==> config.mk <==
export PLATFORM = sky130hd
export DESIGN_NAME = display_scan_ctrl_flat
export DESIGN_NICKNAME = d
export VERILOG_FILES = /design/src/rtl/display_scan_ctrl_if.sv /design/src/rtl/display_scan_ctrl.sv /design/src/flat_wrapper.sv
export SDC_FILE = /design/constraint.sdc
export NUM_CORES = 1
export LEC_CHECK = 0
export BUFFER_PORTS_ARGS = -buffer_cell sky130_fd_sc_hd__buf_2
export CAP_MARGIN = 20
export CORE_MARGIN = 8
export CORE_UTILIZATION = 40
export DETAILED_ROUTE_END_ITERATION = 7
export SLEW_MARGIN = 20
export SYNTH_ARGS = -nofsm -noshare
export SYNTH_HDL_FRONTEND = slang
export SYNTH_SLANG_ARGS = --single-unit
==> constraint.sdc <==
create_clock -name clk -period 4.2 [get_ports clk]
set_clock_uncertainty 0.2 [all_clocks]
set_input_delay 0.42 -clock clk [delete_from_list [all_inputs] [get_ports clk]]
set_output_delay 0.42 -clock clk [all_outputs]
set_load 0.01 [all_outputs]
==> src/rtl/display_scan_ctrl_if.sv <==
// Request/display bundle between the calculator core and the scan controller.
// Latency: none (wires only).
// Backpressure: none; a load strobe is always accepted.
// Ports: load/mode/dp/code/num carry a display request from the core;
//        digit_en/seg/seg_dp/frame_done carry the scanned display output.
interface display_scan_ctrl_if;
  logic        load;
  logic        mode;
  logic [2:0]  dp;
  logic [3:0]  code;
  logic [31:0] num;
  logic [7:0]  digit_en;
  logic [6:0]  seg;
  logic        seg_dp;
  logic        frame_done;

  // Core side: issues requests, observes the display pins.
  modport master (
    output load, mode, dp, code, num,
    input  digit_en, seg, seg_dp, frame_done
  );

  // Scan controller side.
  modport slave (
    input  load, mode, dp, code, num,
    output digit_en, seg, seg_dp, frame_done
  );
endinterface

==> src/rtl/display_scan_ctrl.sv <==
// 8-digit seven-segment scan controller with frame-boundary commit and quarter-slot PWM dimming.
// Latency: outputs registered (1 cycle after scan state); a request shows from digit 0 of the next frame.
// Backpressure: none; every load is accepted, a later load before commit overwrites the pending one.
// Ports: clk (rising edge), rst (async, active-low), bus (slave modport: load/mode/dp/code/num in,
//        digit_en/seg/seg_dp/frame_done out). DIV = clk cycles per digit slot, multiple of 4, >= 4.
module display_scan_ctrl #(
  parameter int DIV = 1000
) (
  input  logic                 clk,
  input  logic                 rst,
  display_scan_ctrl_if.slave   bus
);

  localparam int CW  = (DIV > 1) ? $clog2(DIV) : 1;
  localparam int QTR = DIV / 4;

  logic [CW-1:0] cnt;
  logic [2:0]    idx;
  logic [1:0]    bright;

  // Pending request, overwritten by every load.
  logic          pend_mode;
  logic [2:0]    pend_dp;
  logic [3:0]    pend_code;
  logic [31:0]   pend_num;

  // Content currently on the display.
  logic          act_mode;
  logic [2:0]    act_dp;
  logic [3:0]    act_code;
  logic [31:0]   act_num;

  // Commit-side view: a load on the commit cycle bypasses pending.
  logic          commit;
  logic          c_mode;
  logic [2:0]    c_dp;
  logic [3:0]    c_code;
  logic [31:0]   c_num;

  logic [3:0]    nib;
  logic [31:0]   upper;
  logic          lit;
  logic [6:0]    seg_n;
  logic          dp_n;

  always_comb begin
    commit = (idx == 3'd7) && (cnt == CW'(DIV - 1));
    c_mode = bus.load ? bus.mode : pend_mode;
    c_dp   = bus.load ? bus.dp   : pend_dp;
    c_code = bus.load ? bus.code : pend_code;
    c_num  = bus.load ? bus.num  : pend_num;
  end

  always_comb begin
    nib   = act_num[{idx, 2'b00} +: 4];
    // Nibbles above the current digit; shifting by 32 for digit 7 yields 0.
    upper = act_num >> (6'({idx, 2'b00}) + 6'd4);
    lit   = 32'(cnt) < ((32'(bright) + 32'd1) * 32'(QTR));
    seg_n = 7'h00;
    dp_n  = 1'b0;
    if (!act_mode) begin
      // Leading zeros are blanked, but never at or below the decimal point.
      if (!((nib == 4'd0) && (upper == 32'd0) && (idx > act_dp))) begin
        dp_n = (idx == act_dp);
        case (nib)
          4'h0:    seg_n = 7'h3F;
          4'h1:    seg_n = 7'h06;
          4'h2:    seg_n = 7'h5B;
          4'h3:    seg_n = 7'h4F;
          4'h4:    seg_n = 7'h66;
          4'h5:    seg_n = 7'h6D;
          4'h6:    seg_n = 7'h7D;
          4'h7:    seg_n = 7'h07;
          4'h8:    seg_n = 7'h7F;
          4'h9:    seg_n = 7'h6F;
          4'hA:    seg_n = 7'h40;
          default: begin
            // B..F are blank, including the decimal point.
            seg_n = 7'h00;
            dp_n  = 1'b0;
          end
        endcase
      end
    end else begin
      if (act_code == 4'd4) begin
        case (idx)
          3'd3:    seg_n = 7'h76;
          3'd2:    seg_n = 7'h3F;
          3'd1:    seg_n = 7'h38;
          3'd0:    seg_n = 7'h77;
          default: seg_n = 7'h00;
        endcase
      end else if (act_code == 4'd5) begin
        case (idx)
          3'd3:    seg_n = 7'h39;
          3'd2:    seg_n = 7'h76;
          3'd1:    seg_n = 7'h77;
          3'd0:    seg_n = 7'h3E;
          default: seg_n = 7'h00;
        endcase
      end
    end
  end

  always_ff @(posedge clk or negedge rst) begin
    if (!rst) begin
      cnt            <= '0;
      idx            <= 3'd0;
      bright         <= 2'd3;
      pend_mode      <= 1'b0;
      pend_dp        <= 3'd0;
      pend_code      <= 4'd0;
      pend_num       <= 32'd0;
      act_mode       <= 1'b0;
      act_dp         <= 3'd0;
      act_code       <= 4'd0;
      act_num        <= 32'd0;
      bus.digit_en   <= 8'h00;
      bus.seg        <= 7'h00;
      bus.seg_dp     <= 1'b0;
      bus.frame_done <= 1'b0;
    end else begin
      if (bus.load) begin
        pend_mode <= bus.mode;
        pend_dp   <= bus.dp;
        pend_code <= bus.code;
        pend_num  <= bus.num;
      end

      if (cnt == CW'(DIV - 1)) begin
        cnt <= '0;
        idx <= idx + 3'd1;
      end else begin
        cnt <= cnt + CW'(1);
      end

      if (commit) begin
        // Brightness codes leave the shown content untouched.
        if (c_mode && (c_code < 4'd4)) begin
          bright <= c_code[1:0];
        end else begin
          act_mode <= c_mode;
          act_dp   <= c_dp;
          act_code <= c_code;
          act_num  <= c_num;
        end
      end

      bus.digit_en   <= lit ? (8'h01 << idx) : 8'h00;
      bus.seg        <= seg_n;
      bus.seg_dp     <= dp_n;
      bus.frame_done <= commit;
    end
  end

endmodule
==> src/flat_wrapper.sv <==
// flat-port wrapper written by rule: the top's interface ports become plain ports
module display_scan_ctrl_flat 
#(
  parameter int DIV = 1000
)
  (clk, rst, bus_load, bus_mode, bus_dp, bus_code, bus_num, bus_digit_en, bus_seg, bus_seg_dp, bus_frame_done);
  display_scan_ctrl_if bus_i ();
  input  logic clk;
  input  logic rst;
  input wire logic [$bits(bus_i.load)-1:0] bus_load;
  input wire logic [$bits(bus_i.mode)-1:0] bus_mode;
  input wire logic [$bits(bus_i.dp)-1:0] bus_dp;
  input wire logic [$bits(bus_i.code)-1:0] bus_code;
  input wire logic [$bits(bus_i.num)-1:0] bus_num;
  output wire logic [$bits(bus_i.digit_en)-1:0] bus_digit_en;
  output wire logic [$bits(bus_i.seg)-1:0] bus_seg;
  output wire logic [$bits(bus_i.seg_dp)-1:0] bus_seg_dp;
  output wire logic [$bits(bus_i.frame_done)-1:0] bus_frame_done;
  assign bus_i.load = bus_load;
  assign bus_i.mode = bus_mode;
  assign bus_i.dp = bus_dp;
  assign bus_i.code = bus_code;
  assign bus_i.num = bus_num;
  assign bus_digit_en = bus_i.digit_en;
  assign bus_seg = bus_i.seg;
  assign bus_seg_dp = bus_i.seg_dp;
  assign bus_frame_done = bus_i.frame_done;
  display_scan_ctrl #(.DIV(DIV)) u_core (.clk(clk), .rst(rst), .bus(bus_i));
endmodule
# ---- Word-level counts from Yosys, hierarchy flattened
# Index checks and enable logic that the tools add are counted.
dict set report op_classes {
  n_addsub 4
  mul 1
  n_lt_le_gt_ge 3
  n_eq_ne 18
  shifts 3
  mux 16
  bitwise 1
  n_reduce_logical 10
}
# operator count
set ops {}
lappend ops {{7-bit case mux with 11 select lines} 1}
lappend ops {{7-bit case mux with 4 select lines} 2}
lappend ops {{32-bit zero test} 1}
lappend ops {{10-bit by 32-bit less-than comparator with 1-bit output} 1}
lappend ops {{32-bit by 7-bit multiplier with 31-bit output (second input constant)} 1}
lappend ops {{32-bit two-way mux} 1}
lappend ops {{32-bit by 6-bit indexed part select with 4-bit output} 1}
lappend ops {{32-bit by 6-bit right shift with 32-bit output} 1}
lappend ops {{7-bit two-way mux} 4}
lappend ops {{4-bit by 3-bit equality test with 1-bit output (second input constant)} 6}
lappend ops {{4-bit equality test (second input constant)} 3}
lappend ops {{11-bit OR reduction} 1}
lappend ops {{10-bit by 1-bit adder with 10-bit output (second input constant)} 1}
lappend ops {{10-bit equality test (second input constant)} 1}
lappend ops {{10-bit two-way mux} 1}
lappend ops {{4-bit by 2-bit equality test with 1-bit output (second input constant)} 2}
lappend ops {{8-bit two-way mux} 1}
lappend ops {{1-bit by 3-bit << shifter with 8-bit output (first input constant)} 1}
lappend ops {{5-bit by 3-bit adder with 6-bit output (second input constant)} 1}
lappend ops {{3-bit by 2-bit equality test with 1-bit output (second input constant)} 2}
lappend ops {{4-bit by 1-bit equality test with 1-bit output (second input constant)} 1}
lappend ops {{1-bit logical AND} 4}
lappend ops {{4-bit zero test} 1}
lappend ops {{4-bit by 3-bit less-than comparator with 1-bit output (second input constant)} 1}
lappend ops {{12 further kinds} 16}
dict set report word_totals {
  register_bits 112
  input_bits 43
  out_inout_bits 17
  word_cells 71
}

# ---- Depth between registers and ports, before layout
dict set report depth {
  depth_word 7
  ltp_mapped 11
  ltp_nobuf 11
}

# ---- Least setup slack after synthesis
# OpenSTA, ideal clock, no wires.
dict set report synth_timing {
  kind {register to register}
  from {register u_core.bright[0]}
  to {register u_core.bus.digit_en[0]}
  setup_time_ns 0.142
  t_arrival_ns 2.660
  required_ns 3.858
  setup_slack_ns 1.199
  path_stages_with_launch 11
  n_path_buf 0
  period_less_slack_ns 3.001
  path_cell_list {dfstp_2 -> inv_1 -> ha_1 -> xor2_1 -> ha_1 -> or3_1 -> a22o_1 -> o21bai_1 -> o21ai_0 -> a21oi_1 -> nor3b_1}
}
dict set report synth_via {
  elab_chain_cells 4
}
# item line_no
set synth_rtl {}
lappend synth_rtl {{start, declared} display_scan_ctrl.sv:19} ;# logic [1:0] bright;
lappend synth_rtl {{start signal, assigned} display_scan_ctrl.sv:140} ;# bright <= c_code[1:0];
lappend synth_rtl {{2-bit by 1-bit adder with 3-bit output} display_scan_ctrl.sv:58} ;# lit = 32'(cnt) < ((32'(bright) + 32'd1) * 32'(QTR));
lappend synth_rtl {{32-bit by 7-bit multiplier with 31-bit output} display_scan_ctrl.sv:58}
lappend synth_rtl {{10-bit by 32-bit less-than comparator with 1-bit output} display_scan_ctrl.sv:58}
lappend synth_rtl {{8-bit two-way mux} display_scan_ctrl.sv:149} ;# bus.digit_en <= lit ? (8'h01 << idx) : 8'h00;
lappend synth_rtl {{end signal, assigned} display_scan_ctrl.sv:149}
lappend synth_rtl {{end, declared} display_scan_ctrl_if.sv:26} ;# output digit_en, seg, seg_dp, frame_done
# Every way passes these cells.
# A chain may end at the register's enable or synchronous reset.

# ---- Worst setup path after layout
dict set report layout_timing {
  from {register u_core.bright[0]}
  to {register u_core.bus.digit_en[4]}
}
# The elaborated chain is that of the path after synthesis.

==> impl_metrics.tcl <==
set metrics [dict create \
    outcome "finished, final reports clean" \
    avgSynthCellArea_um2 12.5 \
    p_sw_share_pct 20.0 \
    setup_viol 0 \
    fin_area_mm2 0.00628 \
    via_per_inst 5.14 \
    synth_seq_cells 112 \
    row_count 42 \
    crit_fanout 8 \
    grt_max_degree 83 \
    switchingPower_w 0.000449 \
    ys_types 47 \
    async_flop_share_pct 100 \
    rsz0062_at_grt "no" \
    synth_top_area_share_pct 51.0 \
    nets 560 \
    p_comb_share_pct 5.8 \
    drc 0 \
    hold_path_depth 2 \
    cts_buffers 9 \
    core_mm2 0.0132 \
    yosys.area.top_type "dfrtp_1" \
    hp-start "bus_num[0]" \
    clkSinkCount 112 \
    layout_commonest_cell "dfrtp_1" \
    peakVddDrop_mv 0.161 \
    fmax_ghz 0.305 \
    clockRootBuffer "clkbuf_16" \
    diodes 0 \
    synth_area_leaders "dfrtp_1, mux2_2, ha_1" \
    clock_power_share_pct 43.7 \
    layout_common_cells "dfrtp_1, mux2_2, buf_2" \
    synthFlopType "dfrtp_1" \
    synth_nets 499 \
    grt-ovfl-total 0 \
    vias 3453 \
    leakage_nw 2.94 \
    area_growth_pct 16.3 \
    p_int_w 0.00180 \
    timing.slew.headroom_pct 49.1 \
    cp.arrival_ps 3280 \
    endpoint_kind "flop" \
    critPathKind "reg2reg" \
    drt-total-wl_um 10600 \
    power_density_mw_per_mm2 358 \
    period_share_pct 78.1 \
    finalHoldViolCount 0 \
    grt_use_total_pct 12.8 \
    yosysWarningCount 0 \
    drv_slew 0 \
    path_clk_slew_ps 70 \
    power_w 0.00225 \
    drt_iter0_drc 128 \
    clk_path_buf_depth 2 \
    io_buffers 59 \
    synth_edf_count 0 \
    rr_endpoint "u_core.bus.digit_en[4]" \
    grt_pass1_wl_um 18400 \
    synth_cells 430 \
    tns_ps 0 \
    cts_tree "done" \
    hpwl_um 7870 \
    die_w_um 132 \
    dieArea_mm2 0.0175 \
    ctsResizeCount 0 \
    r2r_cells 10 \
    place_congestion 0.877 \
    whs_endpoint "u_core.pend_num[0]" \
    antenna_found_initial 0 \
    worst-slew-pin-transition_ps 763 \
    clock_latency_ps 350 \
    drt-pass1-iter-count 4 \
    post_cts_buffers 0 \
    cp_data_required_time_ps 4200 \
    first_global_vias 3702 \
    synth_area_mm2 0.00540 \
    timing.rr.start "u_core.bright[0]" \
    startpoint_type "flop" \
    fin_crit_ps 3280 \
    io_pins 60 \
    die_h_um 132 \
    floorplan.initialDensity_pct 40.9 \
    reg2reg_slack_ps 920 \
    placed_area_mm2 0.00588 \
    drtAntennaViolNets 0 \
    cap_violations 0 \
    seqPwrFrac_pct 50.5 \
    wire_per_inst_um 15.8 \
    htreeDepth 3 \
    hold_path_class "in2reg" \
    drive_gt1_share_pct 33.3 \
    synth-seq-area-share_pct 52.0 \
]
cells in the mapped netlist (all sizes together) (3+ instances only):
cell    count
a21oi      11
buf         5
clkbuf      9
dfrtp     110
ha         26
inv        21
mux2       79
mux2i       5
mux4        8
nand2      24
nand3      10
nor2       31
nor2b       5
nor3        7
nor3b       3
nor4        4
o21a        3
o21ai      21
o31ai       8
xnor2       5
xor2        7
per-stage QoR:
step / utilization [%] / worst slack [ps] / std cells / hold slack (ps)
detailed placement: 44.6 / 938 / 654 / 284
CTS: 47.3 / 915 / 670 / 83.6
global placement: 44.6 / 1030 / 654 / 275
global route: 47.6 / 709 / 672 / 113
finish: 47.6 / 921 / 672 / 126
floorplan: - / 1200 / 430 / -75.6
worst max path at each step:
stage | start | to | slack, ps | depth (start not counted)
floorplan | u_core.bright[0] | u_core.bus.digit_en[0] | 1200 | 10
global placement | u_core.bright[0] | u_core.bus.digit_en[1] | 1030 | 10
finish | u_core.bright[0] | u_core.bus.digit_en[4] | 920 | 10
detailed placement | u_core.bright[0] | u_core.bus.digit_en[4] | 940 | 10
global route | u_core.bright[0] | u_core.bus.digit_en[2] | 710 | 10
CTS | u_core.bright[0] | u_core.bus.digit_en[4] | 910 | 10
kinds of logic (layout without fill, tap and decap cells):
group                      count (synthesis)  after routing  synth area share (%)
adders and majority gates                 26             26                  6.03
xor gates and xnor gates                  12             12                  1.95
buffers and inverters                     35            101                  2.60
DFF                                      112            112                  52.0
muxes                                     92             92                  21.7
AOI/OAI and AO/OA                         59             59                  7.10
and+or+nand+nor                           94             94                  8.63
power groups by stage:
| stage | registers [W] | clock network, W | logic [W] |
|---|---|---|---|
| 6_report | 0.00113 | 0.000982 | 0.000130 |
| 5_1_grt | 0.00114 | 0.00105 | 0.000149 |
| 4_1_cts | 0.00113 | 0.00101 | 0.000135 |
| 3_5_place_dp | 0.00115 | 0 | 0.000133 |
| 3_3_place_gp | 0.00115 | 0 | 0.000131 |
| 2_1_floorplan | 0.00115 | 0 | 0.0000666 |
layout make-up:
type	instances	area, um^2
clock buffer	11	253
clock inverter	5	103
fill	1205	6910
inverter	21	78.8
multi-input combinational	283	2450
sequential	112	2810
tap	176	220
timing repair buffer	64	362
critical path, cell delays in order (launching register included):
cell	delay (ps)
dfstp_2	610
inv_1	100
ha_1	350
xor2_1	180
ha_1	250
or3_1	380
a22o_1	250
o21bai_1	180
o21ai_0	90
a21oi_1	440
nor2_1	120
state kept, by name (all words and copies together), names as in the netlist, 4 cells and up:
name	cells
u_core.act_num	32
u_core.pend_num	32
u_core.cnt	10
u_core.bus.digit_en	8
u_core.bus.seg	7
u_core.act_code	4
u_core.pend_code	4
what timing repair did:
action	4_1_cts	5_1_grt
hold buffers	0	1
endpoints found under the hold margin	0	51
endpoints found under the setup margin	0	0
routing by layer:
| metal | track usage [%] | vias up | wire length, um |
|---|---|---|---|
| met1 | 16.3 | 1714 | 4900 |
| met4 | 4.66 | 0 | 172 |
| li1 | - | 1658 | - |
| met5 | 0 | - | 0 |
| met2 | 20.8 | 67 | 5060 |
| met3 | 3.13 | 14 | 474 |
No activity file was read; power rests on OpenSTA's default activity.
